[config.mk]
export PLATFORM = sky130hd
export DESIGN_NAME = rv32_mem_arbiter_flat
export DESIGN_NICKNAME = d
export VERILOG_FILES = /design/src/rtl/rv32_mem_arbiter_if.sv /design/src/rtl/rv32_mem_arbiter.sv /design/src/flat_wrapper.sv
export SDC_FILE = /design/constraint.sdc
export NUM_CORES = 1
export LEC_CHECK = 0
export BUFFER_PORTS_ARGS = -buffer_cell sky130_fd_sc_hd__buf_2
export CAP_MARGIN = 30
export CORE_AREA = 2 2 105 107
export CTS_CLUSTER_DIAMETER = 150
export DETAILED_ROUTE_END_ITERATION = 6
export DIE_AREA = 0 0 107 109
export PLACE_DENSITY = 0.5
export SLEW_MARGIN = 15
export SYNTH_ARGS = -nofsm -noshare
export SYNTH_HDL_FRONTEND = slang
export SYNTH_SLANG_ARGS = --single-unit
[constraint.sdc]
create_clock -name clk -period 3.2 [get_ports clk]
set_input_delay 0.64 -clock clk [delete_from_list [all_inputs] [get_ports clk]]
set_output_delay 0.64 -clock clk [all_outputs]
set_load 0.05 [all_outputs]
[src/rtl/rv32_mem_arbiter_if.sv]
`default_nettype none
// ============================================================================
// Module      : rv32_mem_arbiter_if
// Description : Fetch, load/store and memory bus signals of the memory arbiter.
// Revision    : 1.0 - initial release
// ============================================================================
interface rv32_mem_arbiter_if;
  logic        if_req_valid;
  logic [31:0] if_req_addr;
  logic        if_rsp_valid;
  logic [31:0] if_rsp_data;

  logic        d_req_valid;
  logic [31:0] d_req_addr;
  logic [31:0] d_req_wdata;
  logic [3:0]  d_req_wstrb;
  logic        d_rsp_valid;
  logic [31:0] d_rsp_data;

  logic        mem_req_valid;
  logic        mem_req_ready;
  logic [31:0] mem_req_addr;
  logic [31:0] mem_req_wdata;
  logic [3:0]  mem_req_wstrb;
  logic        mem_rsp_valid;
  logic [31:0] mem_rsp_data;

  logic        spurious_rsp;

  // Environment side: requesters and memory.
  modport master (
    output if_req_valid, if_req_addr,
    input  if_rsp_valid, if_rsp_data,
    output d_req_valid, d_req_addr, d_req_wdata, d_req_wstrb,
    input  d_rsp_valid, d_rsp_data,
    input  mem_req_valid, mem_req_addr, mem_req_wdata, mem_req_wstrb,
    output mem_req_ready, mem_rsp_valid, mem_rsp_data,
    input  spurious_rsp
  );

  // Arbiter side.
  modport slave (
    input  if_req_valid, if_req_addr,
    output if_rsp_valid, if_rsp_data,
    input  d_req_valid, d_req_addr, d_req_wdata, d_req_wstrb,
    output d_rsp_valid, d_rsp_data,
    output mem_req_valid, mem_req_addr, mem_req_wdata, mem_req_wstrb,
    input  mem_req_ready, mem_rsp_valid, mem_rsp_data,
    output spurious_rsp
  );
endinterface
`default_nettype wire

[src/rtl/rv32_mem_arbiter.sv]
`default_nettype none
// ============================================================================
// Module      : rv32_mem_arbiter
// Description : Fetch vs load/store arbiter for a single-ported memory, one
//               outstanding transaction, data priority with starvation bound.
// Revision    : 1.0 - initial release
// ============================================================================
module rv32_mem_arbiter #(
  parameter int STARVE_LIMIT = 4
) (
  input  logic              clk,
  input  logic              resetn,
  rv32_mem_arbiter_if.slave bus
);

  localparam logic [0:0] S_IDLE   = 1'b0;
  localparam logic [0:0] S_BUSY   = 1'b1;
  localparam logic       c_OWN_IF = 1'b0;
  localparam logic       c_OWN_D  = 1'b1;
  localparam logic [3:0] c_STARVE_LIMIT = 4'(STARVE_LIMIT);

  logic [0:0] r_state;
  logic       r_owner;
  logic [3:0] r_starve_cnt;
  logic       r_spurious;

  logic w_grant_d;
  logic w_grant_if;
  logic w_handshake;
  logic w_rsp;

  always_comb begin
    w_grant_d  = 1'b0;
    w_grant_if = 1'b0;
    if (r_state == S_IDLE) begin
      if (bus.d_req_valid && bus.if_req_valid) begin
        if (r_starve_cnt < c_STARVE_LIMIT) begin
          w_grant_d = 1'b1;
        end else begin
          w_grant_if = 1'b1;
        end
      end else begin
        w_grant_d  = bus.d_req_valid;
        w_grant_if = bus.if_req_valid;
      end
    end
  end

  assign bus.mem_req_valid = w_grant_d | w_grant_if;
  assign bus.mem_req_addr  = w_grant_d  ? bus.d_req_addr  :
                             w_grant_if ? bus.if_req_addr : 32'h0;
  assign bus.mem_req_wdata = w_grant_d  ? bus.d_req_wdata : 32'h0;
  assign bus.mem_req_wstrb = w_grant_d  ? bus.d_req_wstrb : 4'h0;

  assign w_handshake = bus.mem_req_valid && bus.mem_req_ready;

  // Responses are routed combinationally to whichever port owns the transaction.
  assign w_rsp            = (r_state == S_BUSY) && bus.mem_rsp_valid;
  assign bus.if_rsp_valid = w_rsp && (r_owner == c_OWN_IF);
  assign bus.d_rsp_valid  = w_rsp && (r_owner == c_OWN_D);
  assign bus.if_rsp_data  = bus.mem_rsp_data;
  assign bus.d_rsp_data   = bus.mem_rsp_data;
  assign bus.spurious_rsp = r_spurious;

  always_ff @(posedge clk) begin
    if (!resetn) begin
      r_state      <= S_IDLE;
      r_owner      <= c_OWN_IF;
      r_starve_cnt <= 4'd0;
      r_spurious   <= 1'b0;
    end else if (r_state == S_IDLE) begin
      if (bus.mem_rsp_valid) begin
        r_spurious <= 1'b1;
      end
      if (w_handshake) begin
        r_state <= S_BUSY;
        r_owner <= w_grant_d ? c_OWN_D : c_OWN_IF;
        // Only a data win over a waiting fetch counts towards starvation.
        if (w_grant_d && bus.if_req_valid) begin
          if (r_starve_cnt < c_STARVE_LIMIT) begin
            r_starve_cnt <= r_starve_cnt + 4'd1;
          end
        end else begin
          r_starve_cnt <= 4'd0;
        end
      end
    end else begin
      if (bus.mem_rsp_valid) begin
        r_state <= S_IDLE;
      end
    end
  end

endmodule
`default_nettype wire

[src/flat_wrapper.sv]
// flat-port wrapper written by rule: the top's interface ports become plain ports
module rv32_mem_arbiter_flat 
#(
  parameter int STARVE_LIMIT = 4
)
  (clk, resetn, bus_if_req_valid, bus_if_req_addr, bus_if_rsp_valid, bus_if_rsp_data, bus_d_req_valid, bus_d_req_addr, bus_d_req_wdata, bus_d_req_wstrb, bus_d_rsp_valid, bus_d_rsp_data, bus_mem_req_valid, bus_mem_req_addr, bus_mem_req_wdata, bus_mem_req_wstrb, bus_mem_req_ready, bus_mem_rsp_valid, bus_mem_rsp_data, bus_spurious_rsp);
  rv32_mem_arbiter_if bus_i ();
  input  logic clk;
  input  logic resetn;
  input wire logic [$bits(bus_i.if_req_valid)-1:0] bus_if_req_valid;
  input wire logic [$bits(bus_i.if_req_addr)-1:0] bus_if_req_addr;
  output wire logic [$bits(bus_i.if_rsp_valid)-1:0] bus_if_rsp_valid;
  output wire logic [$bits(bus_i.if_rsp_data)-1:0] bus_if_rsp_data;
  input wire logic [$bits(bus_i.d_req_valid)-1:0] bus_d_req_valid;
  input wire logic [$bits(bus_i.d_req_addr)-1:0] bus_d_req_addr;
  input wire logic [$bits(bus_i.d_req_wdata)-1:0] bus_d_req_wdata;
  input wire logic [$bits(bus_i.d_req_wstrb)-1:0] bus_d_req_wstrb;
  output wire logic [$bits(bus_i.d_rsp_valid)-1:0] bus_d_rsp_valid;
  output wire logic [$bits(bus_i.d_rsp_data)-1:0] bus_d_rsp_data;
  output wire logic [$bits(bus_i.mem_req_valid)-1:0] bus_mem_req_valid;
  output wire logic [$bits(bus_i.mem_req_addr)-1:0] bus_mem_req_addr;
  output wire logic [$bits(bus_i.mem_req_wdata)-1:0] bus_mem_req_wdata;
  output wire logic [$bits(bus_i.mem_req_wstrb)-1:0] bus_mem_req_wstrb;
  input wire logic [$bits(bus_i.mem_req_ready)-1:0] bus_mem_req_ready;
  input wire logic [$bits(bus_i.mem_rsp_valid)-1:0] bus_mem_rsp_valid;
  input wire logic [$bits(bus_i.mem_rsp_data)-1:0] bus_mem_rsp_data;
  output wire logic [$bits(bus_i.spurious_rsp)-1:0] bus_spurious_rsp;
  assign bus_i.if_req_valid = bus_if_req_valid;
  assign bus_i.if_req_addr = bus_if_req_addr;
  assign bus_if_rsp_valid = bus_i.if_rsp_valid;
  assign bus_if_rsp_data = bus_i.if_rsp_data;
  assign bus_i.d_req_valid = bus_d_req_valid;
  assign bus_i.d_req_addr = bus_d_req_addr;
  assign bus_i.d_req_wdata = bus_d_req_wdata;
  assign bus_i.d_req_wstrb = bus_d_req_wstrb;
  assign bus_d_rsp_valid = bus_i.d_rsp_valid;
  assign bus_d_rsp_data = bus_i.d_rsp_data;
  assign bus_mem_req_valid = bus_i.mem_req_valid;
  assign bus_mem_req_addr = bus_i.mem_req_addr;
  assign bus_mem_req_wdata = bus_i.mem_req_wdata;
  assign bus_mem_req_wstrb = bus_i.mem_req_wstrb;
  assign bus_i.mem_req_ready = bus_mem_req_ready;
  assign bus_i.mem_rsp_valid = bus_mem_rsp_valid;
  assign bus_i.mem_rsp_data = bus_mem_rsp_data;
  assign bus_spurious_rsp = bus_i.spurious_rsp;
  rv32_mem_arbiter #(.STARVE_LIMIT(STARVE_LIMIT)) u_core (.clk(clk), .resetn(resetn), .bus(bus_i));
endmodule
==> flow_summary.yaml <==
setup_path:
  r2r_cells: 4
  ff2ff_setup_slack_ns: 1.89
  reg2reg_from: "u_core.r_state"
  crit_arrival_ns: 1.84
  cp.required_ns: 2.56
  reg2reg_to: "u_core.r_starve_cnt[2]"
  crit_type: "in2out"
  cp-end-kind: "output port"
  worstPathMaxFanout: 32
  cp-start-kind: "input pin"
place:
  numPortBuffers: 177
  pre_cts_ws_ns: 0.685
  place_congestion: 0.671
  hpwl_mm: 3.68
  numPlacedInstances: 424
outcome:
  outcome: "completed"
sta:
  tns_ns: 0
  fin_ws_ns: 0.724
  setup-violations-final: 0
  clock_skew_ns: 0.000196
  max_slew_margin_pct: 76.5
  tightest_slew_ns: 0.352
  finalMaxSlewViolations: 0
  min_period_over_period_pct: 77.4
  rsz0062_at_grt: "false"
  min_period_ns: 2.48
  hold_viol_final: 0
  max_freq_ghz: 0.404
grt:
  grt_first_pass_wirelength_mm: 5.75
  grt_pass1_vias: 1325
  grt_overflow: 0
  grt_start_max_net_pins: 39
  grtUsageTotal_pct: 5.94
  antenna_found_initial: 0
clock_network:
  ctsResizeCount: 0
  cts_num_sinks: 7
  cts_tree: "built"
  root_buffer: "clkbuf_8"
  clock_latency_ns: 0.22
  cts_made_buffers: 3
  clkTransAtPathRegs_ns: 0.04
  htree_num_levels: 1
  cts_max_path_buffers: 2
  cts_setup_buffers: 0
  cts_hold_buffers: 0
route:
  drtAntennaViolNets: 0
  via_per_inst: 3.81
  drc_errors: 0
  wl_mm: 4.47
  via_count: 1631
  first_pass_iters: 4
  drt_iter0_markers: 21
  avgRoutedWirePerCell_um: 10.4
die:
  dieHeight_um: 109
  io_pins: 274
  core_um2: 10600
  rows: 38
  die-width_um: 107
  fp.dieArea_um2: 11700
  start_util_pct: 13.4
yosys:
  synth_cells: 182
  yosys_warnings: 0
  synth.distinct_cells: 25
  syn-num-nets: 321
  synth.avg_cell_area_um2: 7.82
  syn_area_um2: 1420
  ys_seq_area_share_pct: 9.85
  ys_ff_latch: 7
power:
  p_sw_uw: 357
  leakagePower_nw: 1.27
  comb_power_share_pct: 67.7
  ir_worst_vdd_mv: 0.220
  switching_share_pct: 53.2
  internal_power_uw: 314
  power_density_nw_per_um2: 339
  power_uw: 672
  pwr-share-seq_pct: 14.1
  clock_power_share_pct: 18.2
hold_path:
  hold_path.class: "reg2reg"
  hold_end: "u_core.bus.spurious_rsp"
  hp-start: "u_core.bus.spurious_rsp"
  hold_depth: 1
layout:
  n_fill_cell: 1191
  stdcell_count: 428
  diodes: 0
  final_core_util_pct: 18.7
  drive_gt1_share_pct: 65.3
  nets: 428
  syn2layout_area_growth_pct: 39.1
job:
  cap_violations: 0
## layout by cell type (no fill, tap or decap)
cell type | Yosys | final
nand3b_1 | 1 | 1
ha_1 | 1 | 1
a32oi_1 | 1 | 1
and2b_1 | 1 | 1
and3_1 | 40 | 40
buf_4 | 67 | 4
nor2b_2 | 1 | 1
and2_1 | 2 | 2
a32o_1 | 2 | 2
inv_1 | 1 | 1
o21ai_2 | 0 | 1
o21a_1 | 1 | 1
a21oi_2 | 1 | 1
nand2_1 | 1 | 1
or2b_1 | 1 | 1
a22o_1 | 33 | 33
clkbuf_1 | 4 | 1
a21boi_1 | 1 | 1
buf_2 | 4 | 177
or3b_4 | 1 | 1
clkbuf_8 | 0 | 3
nand2b_1 | 1 | 1
nor2_1 | 4 | 4
nor2b_1 | 1 | 1
dfxtp_1 | 7 | 7
## metal layers
layer | vias to the layer above | wire length (µm) | global-route usage, %
li1 | 802 | - | -
met1 | 701 | 1630 | 5.98
met2 | 122 | 2230 | 11.6
met3 | 6 | 567 | 1.73
met4 | 0 | 42 | 1.95
met5 | - | 0 | 0
## how the worst max path moves through the flow
stage	cells after the start	end	start
global placement	6	bus_mem_req_addr[27]	bus_d_req_valid
detailed placement	6	bus_mem_req_addr[22]	bus_d_req_valid
global route	6	bus_mem_req_addr[22]	bus_d_req_valid
floorplan	5	bus_mem_req_addr[10]	bus_d_req_valid
CTS	6	bus_mem_req_addr[22]	bus_d_req_valid
finish	6	bus_mem_req_addr[24]	bus_d_req_valid
## per-stage QoR
stage          hold WS, ns  instance area [µm²]
2_1_floorplan        0.473                 1420
3_3_place_gp         0.448                 1930
3_5_place_dp         0.461                 1930
4_1_cts              0.476                 1980
5_1_grt              0.486                 1980
6_report             0.469                 1980
## power groups by stage
| stage | logic, mW | clock network, mW | registers (mW) |
|---|---|---|---|
| final | 0.455 | 0.122 | 0.0948 |
| after global routing | 0.480 | 0.131 | 0.0953 |
| after CTS | 0.459 | 0.125 | 0.0949 |
| after detailed placement | 0.459 | 0 | 0.0963 |
| after global placement | 0.456 | 0 | 0.0960 |
| after floorplan | 0.544 | 0 | 0.0989 |
## registers in the layout, indices dropped and copies added, names as in the netlist
register / flops
u_core.r_starve_cnt: 4
u_core.bus.spurious_rsp: 1
u_core.r_owner: 1
u_core.r_state: 1
## cell usage after synthesis
| cell type | count | area (µm²) |
|---|---|---|
| nor2_1 | 4 | 15.0 |
| nor2b_1 | 1 | 6.26 |
| a32oi_1 | 1 | 8.76 |
| a32o_1 | 2 | 20.0 |
| clkbuf_1 | 4 | 15.0 |
| and3_1 | 40 | 250 |
| buf_2 | 4 | 20.0 |
| o21a_1 | 1 | 7.51 |
| nor2b_2 | 1 | 8.76 |
| dfxtp_1 | 7 | 140 |
| o21ai_1 | 1 | 5.00 |
| a21boi_1 | 1 | 7.51 |
| buf_4 | 67 | 503 |
| ha_1 | 1 | 12.5 |
| buf_6 | 4 | 45.0 |
| nand2_1 | 1 | 3.75 |
| a22o_1 | 33 | 289 |
| nand2b_1 | 1 | 6.26 |
| and2b_1 | 1 | 7.51 |
| and2_1 | 2 | 12.5 |
| a21oi_2 | 1 | 8.76 |
| nand3b_1 | 1 | 7.51 |
| or2b_1 | 1 | 7.51 |
| inv_1 | 1 | 3.75 |
| or3b_4 | 1 | 11.3 |
## area by class of cell
| class | count | area, µm² | share of cell area, % |
|---|---|---|---|
| well taps | 140 | 175 | 8.85 |
| multi-input cells | 95 | 699 | 35.3 |
| repair buffers | 181 | 916 | 46.3 |
| flip-flops and latches | 7 | 140 | 7.08 |
| clock buffers | 4 | 45.0 | 2.28 |
| inverters | 1 | 3.75 | 0.190 |
## worst max-delay path: stages
cell and delay [ns]:
buf_2 0.11, nor2b_2 0.14, and2_1 0.13, buf_4 0.32
a22o_1 0.20, buf_2 0.27
## cells by family after synthesis
family,count (synthesis),share of synthesized area [%]
compound gates,40,24.4
fa+ha+maj,1,0.879
buf+inv,80,41.2
flops,7,9.85
simple gates,54,23.7
Power figures use the tool's default switching activity.
